<file path="config.mk">
export PLATFORM = sky130hd
export DESIGN_NAME = axi_wr_burst_engine
export DESIGN_NICKNAME = d
export VERILOG_FILES = /design/src/rtl/axi_wr_burst_engine.sv
export SDC_FILE = /design/constraint.sdc
export NUM_CORES = 1
export LEC_CHECK = 0
export ABC_AREA = 0
export CAP_MARGIN = 40
export CELL_PAD_IN_SITES_DETAIL_PLACEMENT = 0
export CELL_PAD_IN_SITES_GLOBAL_PLACEMENT = 1
export CORE_ASPECT_RATIO = 0.75
export CORE_MARGIN = 10
export CORE_UTILIZATION = 43
export DETAILED_ROUTE_END_ITERATION = 8
export PLACE_DENSITY = 0.78
export REMOVE_ABC_BUFFERS = 1
export SKIP_CTS_REPAIR_TIMING = 1
export SLEW_MARGIN = 25
export SYNTH_ARGS = -nofsm -noshare
export SYNTH_HDL_FRONTEND = slang
export SYNTH_SLANG_ARGS = --single-unit
</file>
<file path="constraint.sdc">
create_clock -name axi_aclk -period 3.6 [get_ports axi_aclk]
set_input_delay 0.72 -clock axi_aclk [delete_from_list [all_inputs] [get_ports axi_aclk]]
set_output_delay 0.72 -clock axi_aclk [all_outputs]
set_load 0.02 [all_outputs]
</file>
<file path="src/rtl/axi_wr_burst_engine.sv">
// AXI4 slave write path: AW command queue, W beat engine with FIXED/INCR/WRAP
// address generation, registered memory write port and in-order B response queue.
module axi_wr_burst_engine #(
    parameter int AW    = 32,
    parameter int DW    = 64,
    parameter int IDW   = 4,
    parameter int DEPTH = 4
) (
    input  logic                      axi_aclk,
    input  logic                      rst,
    input  logic [IDW-1:0]            s_awid,
    input  logic [AW-1:0]             s_awaddr,
    input  logic [7:0]                s_awlen,
    input  logic [2:0]                s_awsize,
    input  logic [1:0]                s_awburst,
    input  logic                      s_awvalid,
    output logic                      s_awready,
    input  logic [DW-1:0]             s_wdata,
    input  logic [DW/8-1:0]           s_wstrb,
    input  logic                      s_wlast,
    input  logic                      s_wvalid,
    output logic                      s_wready,
    output logic [IDW-1:0]            s_bid,
    output logic [1:0]                s_bresp,
    output logic                      s_bvalid,
    input  logic                      s_bready,
    output logic                      mem_we,
    output logic [AW-1:0]             mem_addr,
    output logic [DW-1:0]             mem_wdata,
    output logic [DW/8-1:0]           mem_wstrb,
    output logic [$clog2(DEPTH):0]    cmd_count,
    output logic [$clog2(DEPTH):0]    b_count
);
    localparam int PW = $clog2(DEPTH);
    localparam int CW = PW + 1;
    localparam logic [2:0] MAXSZ = 3'($clog2(DW/8));

    typedef enum logic {IDLE, BURST} state_t;

    logic [IDW-1:0] cq_id_q    [DEPTH];
    logic [AW-1:0]  cq_addr_q  [DEPTH];
    logic [7:0]     cq_len_q   [DEPTH];
    logic [2:0]     cq_size_q  [DEPTH];
    logic [1:0]     cq_burst_q [DEPTH];
    logic [PW-1:0]  cq_wr_q, cq_rd_q;
    logic [CW-1:0]  cq_cnt_q;

    logic [IDW-1:0] bq_id_q   [DEPTH];
    logic [1:0]     bq_resp_q [DEPTH];
    logic [PW-1:0]  bq_wr_q, bq_rd_q;
    logic [CW-1:0]  bq_cnt_q;

    state_t         state_q, state_d;
    logic [AW-1:0]  addr_q, addr_d;
    logic [7:0]     left_q, left_d;
    logic [7:0]     len_q, len_d;
    logic [2:0]     size_q, size_d;
    logic [1:0]     burst_q, burst_d;
    logic           err_q, err_d;

    logic           mem_we_q;
    logic [AW-1:0]  mem_addr_q;
    logic [DW-1:0]  mem_wdata_q;
    logic [DW/8-1:0] mem_wstrb_q;

    logic           aw_push, w_beat, is_last, w_done, b_pop, wrap_ok, bad_type;
    logic [1:0]     b_resp_new;
    logic [AW-1:0]  bytes, wmask, next_addr;
    logic [7:0]     hd_len;
    logic [1:0]     hd_burst;

    assign s_awready = (cq_cnt_q != CW'(DEPTH));
    assign s_wready  = (state_q == BURST) && (bq_cnt_q != CW'(DEPTH));
    assign s_bvalid  = (bq_cnt_q != '0);
    assign s_bid     = s_bvalid ? bq_id_q[bq_rd_q]   : '0;
    assign s_bresp   = s_bvalid ? bq_resp_q[bq_rd_q] : '0;
    assign cmd_count = cq_cnt_q;
    assign b_count   = bq_cnt_q;
    assign mem_we    = mem_we_q;
    assign mem_addr  = mem_addr_q;
    assign mem_wdata = mem_wdata_q;
    assign mem_wstrb = mem_wstrb_q;

    assign aw_push    = s_awvalid && s_awready;
    assign w_beat     = s_wvalid && s_wready;
    assign is_last    = (left_q == 8'd0);
    assign w_done     = w_beat && is_last;
    assign b_pop      = s_bvalid && s_bready;
    assign b_resp_new = (err_q || (s_wlast != is_last)) ? 2'b10 : 2'b00;

    assign hd_len   = cq_len_q[cq_rd_q];
    assign hd_burst = cq_burst_q[cq_rd_q];
    assign wrap_ok  = (hd_len == 8'd1) || (hd_len == 8'd3) || (hd_len == 8'd7) || (hd_len == 8'd15);
    // Reserved bursts and illegal WRAP lengths fall back to INCR addressing.
    assign bad_type = (hd_burst == 2'b11) || ((hd_burst == 2'b10) && !wrap_ok);

    assign bytes = AW'(1) << size_q;
    assign wmask = ((AW'(len_q) + AW'(1)) << size_q) - AW'(1);

    always_comb begin
        next_addr = addr_q + bytes;
        case (burst_q)
            2'b00:   next_addr = addr_q;
            2'b10:   next_addr = (addr_q & ~wmask) | ((addr_q + bytes) & wmask);
            default: next_addr = addr_q + bytes;
        endcase
    end

    always_comb begin
        state_d = state_q;
        addr_d  = addr_q;
        left_d  = left_q;
        len_d   = len_q;
        size_d  = size_q;
        burst_d = burst_q;
        err_d   = err_q;
        unique case (state_q)
            IDLE: begin
                if (cq_cnt_q != '0) begin
                    addr_d  = cq_addr_q[cq_rd_q];
                    left_d  = hd_len;
                    len_d   = hd_len;
                    size_d  = cq_size_q[cq_rd_q];
                    burst_d = bad_type ? 2'b01 : hd_burst;
                    err_d   = bad_type || (cq_size_q[cq_rd_q] > MAXSZ);
                    state_d = BURST;
                end
            end
            BURST: begin
                if (w_beat) begin
                    err_d = err_q || (s_wlast != is_last);
                    if (is_last) begin
                        state_d = IDLE;
                    end else begin
                        left_d = left_q - 8'd1;
                        addr_d = next_addr;
                    end
                end
            end
        endcase
    end

    always_ff @(posedge axi_aclk) begin
        if (rst) begin
            state_q     <= IDLE;
            addr_q      <= '0;
            left_q      <= '0;
            len_q       <= '0;
            size_q      <= '0;
            burst_q     <= '0;
            err_q       <= 1'b0;
            cq_wr_q     <= '0;
            cq_rd_q     <= '0;
            cq_cnt_q    <= '0;
            bq_wr_q     <= '0;
            bq_rd_q     <= '0;
            bq_cnt_q    <= '0;
            mem_we_q    <= 1'b0;
            mem_addr_q  <= '0;
            mem_wdata_q <= '0;
            mem_wstrb_q <= '0;
        end else begin
            state_q  <= state_d;
            addr_q   <= addr_d;
            left_q   <= left_d;
            len_q    <= len_d;
            size_q   <= size_d;
            burst_q  <= burst_d;
            err_q    <= err_d;
            if (aw_push) cq_wr_q <= cq_wr_q + PW'(1);
            if (w_done)  cq_rd_q <= cq_rd_q + PW'(1);
            if (aw_push && !w_done)      cq_cnt_q <= cq_cnt_q + CW'(1);
            else if (!aw_push && w_done) cq_cnt_q <= cq_cnt_q - CW'(1);
            if (w_done) bq_wr_q <= bq_wr_q + PW'(1);
            if (b_pop)  bq_rd_q <= bq_rd_q + PW'(1);
            if (w_done && !b_pop)      bq_cnt_q <= bq_cnt_q + CW'(1);
            else if (!w_done && b_pop) bq_cnt_q <= bq_cnt_q - CW'(1);
            mem_we_q <= w_beat;
            if (w_beat) begin
                mem_addr_q  <= addr_q;
                mem_wdata_q <= s_wdata;
                mem_wstrb_q <= s_wstrb;
            end
        end
    end

    always_ff @(posedge axi_aclk) begin
        if (!rst && aw_push) begin
            cq_id_q[cq_wr_q]    <= s_awid;
            cq_addr_q[cq_wr_q]  <= s_awaddr;
            cq_len_q[cq_wr_q]   <= s_awlen;
            cq_size_q[cq_wr_q]  <= s_awsize;
            cq_burst_q[cq_wr_q] <= s_awburst;
        end
        if (!rst && w_done) begin
            bq_id_q[bq_wr_q]   <= cq_id_q[cq_rd_q];
            bq_resp_q[bq_wr_q] <= b_resp_new;
        end
    end
endmodule

</file>
==> summary.md <==
- result of the run: complete, no violations
- multi-input logic area: 6459 um^2
- biggest fanout along the worst timing path: 6
- most frequent CP cell: a21oi_1
- sequential fraction of the synthesis area: 0.5904
- setup skew after layout: 0.01784 ns
- Pins Over Slew Limit: 0
- drt wl/cell: 20.00 um
- DR vias/cell: 5.396
- remaining routing DRC violations: 0
- overall routed net length: 45,920 um
- top cells by area in the synthesized netlist: edfxtp_1 (38%), dfxtp_1 (21%), mux4_2 (7.1%)
- DIE WIDTH: 249.7 um
- Core Box Area: 39,330 um^2
- crit path capture type: flop
- first-pass GRT wire length: 69,900 um
- full die area: 48,030 um^2
- xor-xnor portion of the synthesized cell area: 0.01639
- all-layer global routing usage: 0.1817
- CTS tree: yes
- largest area contributor in the synthesized netlist: edfxtp_1
- vertical die dimension: 192.3 um
- Max-slew headroom: 0.4544
- Clk Tree Root Cell: clkbuf_16
- H-tree levels: 2
- number of distinct standard cells referenced by the synthesized netlist: 87
- critical setup path kind: reg2reg
- final-report hold violation count: 0
- length in cells of the worst reg-to-reg path: 14
- aggregate global routing overflow: 0
- final critical path time including I/O delays and setup: 3.337 ns
- worst path arrival time: 3.82 ns
- setup slack on the worst flop-to-flop path: 0.26 ns
- number of fill cells in the layout: 3,414
- largest family of logic cells by synthesized area: simple AND/OR/NAND/NOR gates
- via count of the first global-routing pass: 11,910
- power density over cell area: 716.7 nW/um^2
- area occupied by registers: 10,060 um^2
- hold path depth: 2
- Final period util: 0.9269
- cell family contributing the most delay on the critical path: simple AND/OR/NAND/NOR gates
- detailed-placement wirelength estimate: 31,870 um
- largest stage delay on the critical path: 0.54 ns
- highest-delay cell along the critical path: or4_1
- boundary pin count: 247
- latest clock arrival within the worst-skew pair: 0.55 ns
- Initial Utilization: 0.4328
- Compound-Gate Fraction of Synth Area: 0.1212
- count of inserted antenna diode cells: 0
- post-route cell area: 21,450 um^2
- count of max-cap constraint violations: 0
- fraction of synthesis flops using an asynchronous set or reset pin: 0
- final-stage net count: 1,898
- placed cell areas: 20,120 um^2
- FF+latch count, synth: 394
- class of the most critical hold timing path: reg2reg
- proportion of layout cells with a drive suffix above 1: 0.1166
- Pre-antenna DRT Iters: 6
- Layout Cells excl Fill: 2,296
- initial antenna violation count: 2
- dominant register cell in the synthesized netlist: edfxtp_1
- share of the synthesized area in the top cell type: 0.3810
- Max VDD drop: 0.3106 mV
- Max Clk Rate: 299.7 MHz
- antenna viol nets, final: 0
- simple-gate area share of the yosys netlist: 0.1427
- static leakage power: 0.007134 uW
- mux share of post-synthesis cell area: 0.07674
- I/O Buffers: 245
- start point of the worst hold path: mem_wdata[32]
- Gate Count Post-Synth: 1,506
- Core Rows: 63
- cell-by-cell trace of the critical path: ha_2 -> nand4_4 -> or3_4 -> and4_4 -> or4_1 -> and4_4 -> nand3_1 -> nor4b_1 -> ha_1 -> a21oi_1 -> nand3b_1 -> a21oi_1 -> a21oi_1 -> nor2_1
- data required time of the worst path: 4.09 ns
- total CTS buffers: 39
- Clock Tree Buf Depth: 3
- launch instance of the worst register-to-register path: len_q[1]
- setup violators final: 0
- # clock sinks: 394
- cell count after placement: 2,225
- number of synthesized flops with an enable pin: 216
- number of DRC markers in iteration 0: 1,171
- RSZ-0062 raised after global routing: false
- maximum number of pins on one net before global-route repair: 72
- clock-pin slew of the registers on the worst-case setup and hold paths: 0.07 ns
- mean post-synth cell area: 11.30 um^2
- Buffers & Inverters on Critical Path: 0
- Post-Synth Adder-Cell Area: 0.01970
- synthesis-to-layout area growth: 26.02%
- Vias: 12,390
- transition time at the pin with the least slew margin: 0.8184 ns
- yosys warns: 0
- cell area after synthesis: 17,020 um^2
- placer's final routability congestion estimate: 0.9489
- WHS Endpoint: mem_wdata[32]
- startpoint class of the critical path: flop
[stage by stage]
| step | setup TNS, ns | power, uW | setup slack, ns | util | hold WS, ns |
|---|---|---|---|---|---|
| after floorplan | -305.91 | 9140 | -3.018 | - | 0.4324 |
| after global placement | 0 | 11220 | 0.1275 | 0.5106 | 0.4410 |
| after detailed placement | 0 | 11280 | 0.1514 | 0.5115 | 0.4461 |
| after CTS | 0 | 15460 | 0.1014 | 0.5447 | 0.4541 |
| after global routing | 0 | 16250 | 0.008999 | 0.5454 | 0.4681 |
| final | 0 | 15370 | 0.2632 | 0.5454 | 0.4525 |
[how the worst max path moves through the flow]
stage	startpoint	to	slack, ns	cells past startpoint
global placement	len_q[0]	flop	0.13	14
detailed placement	len_q[1]	flop	0.15	14
floorplan	state_q	flop	-3.02	8
global route	len_q[0]	flop	0.009	14
finish	len_q[1]	flop	0.26	14
CTS	len_q[1]	flop	0.10	14
[Yosys cell counts, drive strengths merged, types with 3 or more instances]
cell type,instances
a211oi,16
a21o,4
a21oi,175
a221oi,6
a22oi,3
a311oi,10
a31o,4
a31oi,6
and2,28
and3,12
and4,4
buf,32
clkbuf,61
dfxtp,178
edfxtp,216
fa,3
ha,22
inv,23
mux2i,9
mux4,54
nand2,321
nand2b,8
nand3,27
nand3b,5
nand4,5
nor2,79
nor2b,7
nor3,13
nor4,5
o211ai,10
o21a,4
o21ai,49
o22ai,10
o31ai,11
or3,14
or4,3
xnor2,17
xor2,14
[placed cells by master (no fill, tap or decap), types with 8 or more instances in the layout]
master	n
dfxtp_1	175
and2_1	21
or3_1	13
clkinv_2	8
clkbuf_16	41
o211ai_1	10
xnor2_1	16
nand2_1	319
a21oi_1	173
edfxtp_1	216
a311oi_1	10
nand3_1	26
o22ai_1	10
nor3_1	12
xor2_1	14
nand2b_1	8
mux2i_1	9
o21ai_0	46
buf_4	41
a211oi_1	16
o31ai_1	8
clkdlybuf4s50_1	244
mux4_2	54
inv_1	23
ha_1	21
nor2_1	79
[state kept, by name (all words and copies together) (netlist names), 3 cells and up, named ones only]
signal,flops
left_q,8
cmd_count,3
cq_addr_q,128
cq_burst_q,8
mem_wdata,64
mem_wstrb,8
mem_addr,32
cq_len_q,32
cq_size_q,12
b_count,3
bq_id_q,16
len_q,8
bq_resp_q,4
size_q,3
cq_id_q,16
[per-layer routing]
metal	global-route usage	up-vias	wire, um
li1	-	5951	-
met1	0.2650	6021	21400
met2	0.2784	359	20770
met3	0.03247	56	3108
met4	0.03885	2	635
met5	0	-	13
[cells by family (layout without fill, tap and decap cells)]
| group | count (synthesis) | in the layout |
|---|---|---|
| AOI/OAI and AO/OA | 335 | 335 |
| xor gates and xnor gates | 31 | 31 |
| adders and majority gates | 25 | 25 |
| buffers and inverters | 118 | 388 |
| DFF | 394 | 394 |
| muxes | 63 | 63 |
| other | 1 | 1 |
| and+or+nand+nor | 539 | 539 |
[report_power, final]
group | internal, uW | switching [uW]
logic | 2220 | 3110
registers | 5360 | 548
clock network | 2410 | 1730
total | 9990 | 5390
[cell type report]
| class | instances | share of cell area |
|---|---|---|
| clock buffers | 52 | 0.05209 |
| flip-flops and latches | 394 | 0.4688 |
| repair buffers | 292 | 0.1347 |
| well taps | 520 | 0.03033 |
| inverters | 25 | 0.004374 |
| clock inverters | 19 | 0.008691 |
| multi-input cells | 994 | 0.3011 |
[worst reg2reg max path, delay by kind of cell (launching register included)]
family | cells | cell delay (ns)
flops | 1 | 0.34
fa+ha+maj | 2 | 0.56
simple gates | 9 | 1.95
compound gates | 3 | 0.42
No activity file was read; power rests on OpenSTA's default activity.
